===== src/rtl/id_ex_reg.sv =====
// ID/EX pipeline register: captures ID-stage control, operands and register
// indices for one cycle, with stall (hold), flush (bubble) and a valid flag.
module id_ex_reg #(
  parameter int XLEN   = 32,
  parameter int REG_AW = 5
) (
  input  logic              clk_i,
  input  logic              rst_i,
  input  logic              stall_i,
  input  logic              flush_i,
  input  logic              valid_i,
  input  logic              Branch_i,
  input  logic              MemRead_i,
  input  logic              MemtoReg_i,
  input  logic [1:0]        ALUOp_i,
  input  logic              MemWrite_i,
  input  logic              ALUSrc_i,
  input  logic              RegWrite_i,
  input  logic [XLEN-1:0]   RS1data_i,
  input  logic [XLEN-1:0]   RS2data_i,
  input  logic [XLEN-1:0]   Imm_i,
  input  logic [XLEN-1:0]   PC_i,
  input  logic [9:0]        Funct_i,
  input  logic [REG_AW-1:0] RS1addr_i,
  input  logic [REG_AW-1:0] RS2addr_i,
  input  logic [REG_AW-1:0] RDaddr_i,
  output logic              valid_o,
  output logic              Branch_o,
  output logic              MemRead_o,
  output logic              MemtoReg_o,
  output logic [1:0]        ALUOp_o,
  output logic              MemWrite_o,
  output logic              ALUSrc_o,
  output logic              RegWrite_o,
  output logic [XLEN-1:0]   RS1data_o,
  output logic [XLEN-1:0]   RS2data_o,
  output logic [XLEN-1:0]   Imm_o,
  output logic [XLEN-1:0]   PC_o,
  output logic [9:0]        Funct_o,
  output logic [REG_AW-1:0] RS1addr_o,
  output logic [REG_AW-1:0] RS2addr_o,
  output logic [REG_AW-1:0] RDaddr_o
);

  logic              valid_q,    valid_d;
  logic              branch_q,   branch_d;
  logic              memread_q,  memread_d;
  logic              memtoreg_q, memtoreg_d;
  logic [1:0]        aluop_q,    aluop_d;
  logic              memwrite_q, memwrite_d;
  logic              alusrc_q,   alusrc_d;
  logic              regwrite_q, regwrite_d;
  logic [XLEN-1:0]   rs1data_q,  rs1data_d;
  logic [XLEN-1:0]   rs2data_q,  rs2data_d;
  logic [XLEN-1:0]   imm_q,      imm_d;
  logic [XLEN-1:0]   pc_q,       pc_d;
  logic [9:0]        funct_q,    funct_d;
  logic [REG_AW-1:0] rs1addr_q,  rs1addr_d;
  logic [REG_AW-1:0] rs2addr_q,  rs2addr_d;
  logic [REG_AW-1:0] rdaddr_q,   rdaddr_d;

  logic load_bubble;
  logic load_input;

  // An invalid ID slot is loaded as a bubble so it can never carry side effects.
  assign load_bubble = flush_i | (~stall_i & ~valid_i);
  assign load_input  = ~flush_i & ~stall_i & valid_i;

  always_comb begin
    valid_d    = valid_q;
    branch_d   = branch_q;
    memread_d  = memread_q;
    memtoreg_d = memtoreg_q;
    aluop_d    = aluop_q;
    memwrite_d = memwrite_q;
    alusrc_d   = alusrc_q;
    regwrite_d = regwrite_q;
    rs1data_d  = rs1data_q;
    rs2data_d  = rs2data_q;
    imm_d      = imm_q;
    pc_d       = pc_q;
    funct_d    = funct_q;
    rs1addr_d  = rs1addr_q;
    rs2addr_d  = rs2addr_q;
    rdaddr_d   = rdaddr_q;
    if (load_bubble) begin
      valid_d    = 1'b0;
      branch_d   = 1'b0;
      memread_d  = 1'b0;
      memtoreg_d = 1'b0;
      aluop_d    = 2'b00;
      memwrite_d = 1'b0;
      alusrc_d   = 1'b0;
      regwrite_d = 1'b0;
      rs1data_d  = '0;
      rs2data_d  = '0;
      imm_d      = '0;
      pc_d       = '0;
      funct_d    = '0;
      rs1addr_d  = '0;
      rs2addr_d  = '0;
      rdaddr_d   = '0;
    end else if (load_input) begin
      valid_d    = valid_i;
      branch_d   = Branch_i;
      memread_d  = MemRead_i;
      memtoreg_d = MemtoReg_i;
      aluop_d    = ALUOp_i;
      memwrite_d = MemWrite_i;
      alusrc_d   = ALUSrc_i;
      regwrite_d = RegWrite_i;
      rs1data_d  = RS1data_i;
      rs2data_d  = RS2data_i;
      imm_d      = Imm_i;
      pc_d       = PC_i;
      funct_d    = Funct_i;
      rs1addr_d  = RS1addr_i;
      rs2addr_d  = RS2addr_i;
      rdaddr_d   = RDaddr_i;
    end
  end

  always_ff @(posedge clk_i or negedge rst_i) begin
    if (!rst_i) begin
      valid_q    <= 1'b0;
      branch_q   <= 1'b0;
      memread_q  <= 1'b0;
      memtoreg_q <= 1'b0;
      aluop_q    <= 2'b00;
      memwrite_q <= 1'b0;
      alusrc_q   <= 1'b0;
      regwrite_q <= 1'b0;
      rs1data_q  <= '0;
      rs2data_q  <= '0;
      imm_q      <= '0;
      pc_q       <= '0;
      funct_q    <= '0;
      rs1addr_q  <= '0;
      rs2addr_q  <= '0;
      rdaddr_q   <= '0;
    end else begin
      valid_q    <= valid_d;
      branch_q   <= branch_d;
      memread_q  <= memread_d;
      memtoreg_q <= memtoreg_d;
      aluop_q    <= aluop_d;
      memwrite_q <= memwrite_d;
      alusrc_q   <= alusrc_d;
      regwrite_q <= regwrite_d;
      rs1data_q  <= rs1data_d;
      rs2data_q  <= rs2data_d;
      imm_q      <= imm_d;
      pc_q       <= pc_d;
      funct_q    <= funct_d;
      rs1addr_q  <= rs1addr_d;
      rs2addr_q  <= rs2addr_d;
      rdaddr_q   <= rdaddr_d;
    end
  end

  assign valid_o    = valid_q;
  assign Branch_o   = branch_q;
  assign MemRead_o  = memread_q;
  assign MemtoReg_o = memtoreg_q;
  assign ALUOp_o    = aluop_q;
  assign MemWrite_o = memwrite_q;
  assign ALUSrc_o   = alusrc_q;
  assign RegWrite_o = regwrite_q;
  assign RS1data_o  = rs1data_q;
  assign RS2data_o  = rs2data_q;
  assign Imm_o      = imm_q;
  assign PC_o       = pc_q;
  assign Funct_o    = funct_q;
  assign RS1addr_o  = rs1addr_q;
  assign RS2addr_o  = rs2addr_q;
  assign RDaddr_o   = rdaddr_q;

endmodule


===== config.mk =====
export PLATFORM = sky130hd
export DESIGN_NAME = id_ex_reg
export DESIGN_NICKNAME = d
export VERILOG_FILES = /design/src/rtl/id_ex_reg.sv
export SDC_FILE = /design/constraint.sdc
export NUM_CORES = 1
export LEC_CHECK = 0
export ABC_AREA = 0
export CAP_MARGIN = 20
export CORE_AREA = 2 2 127 129
export DETAILED_ROUTE_END_ITERATION = 7
export DIE_AREA = 0 0 129 131
export PLACE_DENSITY = 0.78
export RECOVER_POWER = 50
export SETUP_SLACK_MARGIN = 0.2
export SYNTH_ARGS = -nofsm -noshare
export SYNTH_HDL_FRONTEND = slang
export SYNTH_SLANG_ARGS = --single-unit

===== constraint.sdc =====
create_clock -name clk_i -period 1.7 [get_ports clk_i]
set_clock_uncertainty 0.05 [all_clocks]
set_input_delay 0.34 -clock clk_i [delete_from_list [all_inputs] [get_ports clk_i]]
set_output_delay 0.34 -clock clk_i [all_outputs]
set_load 0.03 [all_outputs]

==> metrics.yaml <==
worst_setup_path:
  crit_type: "input port to flop"
  r2r-start: "RS1data_o[3]"
  critPathArrivalTime_ns: 1.82
  slowest_delay_ns: 0.62
  crit_fanout: 19
  crit_required_ns: 1.99
  cp-startpoint: "stall_i"
  cp-end-kind: "flop"
  crit_slowest_cell: "dlygate4sd3_1"
  crit_path_start_kind: "input port"
  critical_path.cell_chain: "dlygate4sd3_1 -> nor2b_4 -> buf_12 -> clkbuf_1 -> a32o_1"
finish:
  nFillCells: 1269
  regArea_sq_um: 4050
  nNetsFinal: 873
  final_cells: 936
  diodes: 0
  area_growth_pct: 58.1
  drive_gt1_share_pct: 29.2
  multi_input_area_sq_um: 1650
hold_path:
  hp-class: "input port to async pin"
synthesis:
  ys_top_cells_by_count: "162 x dfrtp_1, 161 x a32o_1, 25 x buf_2"
  synth_seq_cells: 162
  synth_area_leaders: "dfrtp_1 67%, a32o_1 26%, buf_6 3.9%, buf_2 2.1%, clkbuf_1 0.43%"
  synth_top_area_share_pct: 66.6
  synthFlopType: "dfrtp_1"
  synth_area_sq_um: 6080
  synth_most_common_cell: "dfrtp_1"
  syn_area_per_cell_sq_um: 16.0
  synth_top_area_cell: "dfrtp_1"
  yosysWarningCount: 0
  netlist_instances: 381
  synth_edf_count: 0
  synth-seq-area-share_pct: 66.6
  synth_cell_types: 9
  ys_async_sr_fraction_pct: 100
  syn-num-nets: 547
floorplanning:
  dieArea_sq_um: 16900
  fp.dieH_um: 131
  initial_core_util_pct: 39.0
  coreArea_sq_um: 15600
  num_rows: 46
  fp.dieW_um: 129
  io_pins: 328
routing:
  initialDrtViolationCount: 328
  wirelength_um: 19600
  wl_met3_um: 1710
  vias: 5175
  wl_per_cell_um: 21.0
  via_per_inst: 5.53
  top_layer: "met4"
  met2_length_um: 10100
  drt-pass1-iter-count: 5
  ant_nets: 0
  wl_met1_um: 7410
  post-route-drc-count: 0
grt:
  gr-total-overflow: 0
  grt_usage_pct: 22.5
  grt_pass1_vias: 5315
  antenna_found_initial: 0
  grt_max_degree: 81
  grt_pass1_wl_um: 29000
sta:
  drv_slew: 0
  worst_slew_pin_slew_ns: 0.479
  period_share_pct: 90.1
  setup_viol: 0
  rsz0062_at_grt: "false"
  hold_ws_ns: 0.366
  max_slew_margin_pct: 68.1
  period_needed_ns: 1.53
  fmax_mhz: 653
  final_hold_viol_count: 0
power_and_ir_drop:
  power.switching_mw: 2.39
  comb_power_share_pct: 14.3
  internal_power_mw: 7.38
  p_per_area_nw_per_um2: 1020
  switching_share_pct: 24.4
  pwr-share-seq_pct: 41.8
  p_leak_nw: 4.48
  power.share.clock_pct: 43.9
  peakVddDrop_mv: 0.576
clock_network:
  cts_tree: "done"
  clk_latency_ns: 0.42
  cts_htree_levels: 4
  clock-root-buffer: "clkbuf_16"
  post-cts-setup-buffers: 0
  path_clk_slew_ns: 0.07
  cts_sinks: 162
  clockBufferDepth: 2
  cts_inserted_buffers: 17
placed_design:
  place.gp.congestion: 0.778
  port_buffers: 327
  dp_cells: 903
  hpwl_um: 14000
job:
  drv_cap: 0
status:
  status: "completed"
metal layers:
| layer | GRT usage (%) | vias up |
|---|---|---|
| li1 | - | 2249 |
| met1 | 26.3 | 2647 |
| met4 | 8.12 | 0 |
| met3 | 6.68 | 30 |
| met5 | 0 | - |
| met2 | 39.5 | 249 |
worst max-delay path, delay by kind of cell:
kind                   cells  cell delay (ns)
buffers and inverters      3             1.03
AOI/OAI and AO/OA          1             0.18
and+or+nand+nor            1             0.26
final timing paths:
check / end / slack [ns] / cells past startpoint
setup / recovery: RS2data_o[31] / 0.17 / 5
hold / removal: Funct_o[0] / 0.37 / 2
setup reg to reg: RS1data_o[3] / 0.90 / 1
hold reg to reg: RS2addr_o[0] / 0.44 / 1
max in group asynchronous: Imm_o[27] / 0.34 / 3
min in group clk_i: RS2addr_o[0] / 0.44 / 1
cells in the final DEF (no fill, tap or decap), drive strengths merged:
master and count:
a32o 161, buf 151, bufinv 5, clkbuf 42, clkdlybuf4s15 23, clkdlybuf4s50 162
clkinv 3, clkinvlp 1, dfrtp 162, dlygate4sd3 3, inv 3, mux2i 1
nor2 1, nor2b 2
kinds of logic after synthesis:
family	count (synthesis)	synth area share (%)
DFF	162	66.6
muxes	1	0.165
buffers and inverters	54	6.44
and+or+nand+nor	3	0.267
AOI/OAI and AO/OA	161	26.5
cell type report:
class                   count  share of cell area (%)
well taps                 216                    2.81
flip-flops and latches    162                    42.1
clock buffers              21                    4.89
repair buffers            360                    30.8
multi-input cells         165                    17.2
inverters                   1                  0.0650
clock inverters            11                    2.06
stage by stage:
step / worst slack, ns / utilization [%] / instance area [sq um] / total power, mW / TNS (ns)
after global routing: 0.104 / 61.7 / 9620 / 10.1 / 0
after CTS: 0.126 / 65.7 / 10300 / 9.94 / 0
after global placement: -0.0661 / 62.0 / 9670 / 5.66 / -7.59
after detailed placement: -0.121 / 62.0 / 9670 / 5.71 / -12.86
final: 0.168 / 61.7 / 9620 / 9.77 / 0
after floorplan: 0.449 / - / 6080 / 4.79 / 0
power groups by stage:
stage | clock, mW | sequential (mW) | combinational (mW)
6_report | 4.29 | 4.08 | 1.40
5_1_grt | 4.53 | 4.10 | 1.48
4_1_cts | 4.37 | 4.08 | 1.49
3_5_place_dp | 0 | 4.16 | 1.55
3_3_place_gp | 0 | 4.15 | 1.51
2_1_floorplan | 0 | 4.44 | 0.346
state kept, by name (all words and copies together) (netlist names), 2 cells and up:
name / count
Imm_o: 32
Funct_o: 10
RDaddr_o: 5
RS2addr_o: 5
RS1data_o: 32
RS1addr_o: 5
RS2data_o: 32
PC_o: 32
ALUOp_o: 2
what timing repair did:
| item | CTS | global route |
|---|---|---|
| resized for setup | 582 | 182 |
| endpoints found under the hold margin | 40 | 0 |
| hold buffers | 1 | 0 |
| setup endpoints to repair | 162 | 91 |
Power figures use the tool's default switching activity.
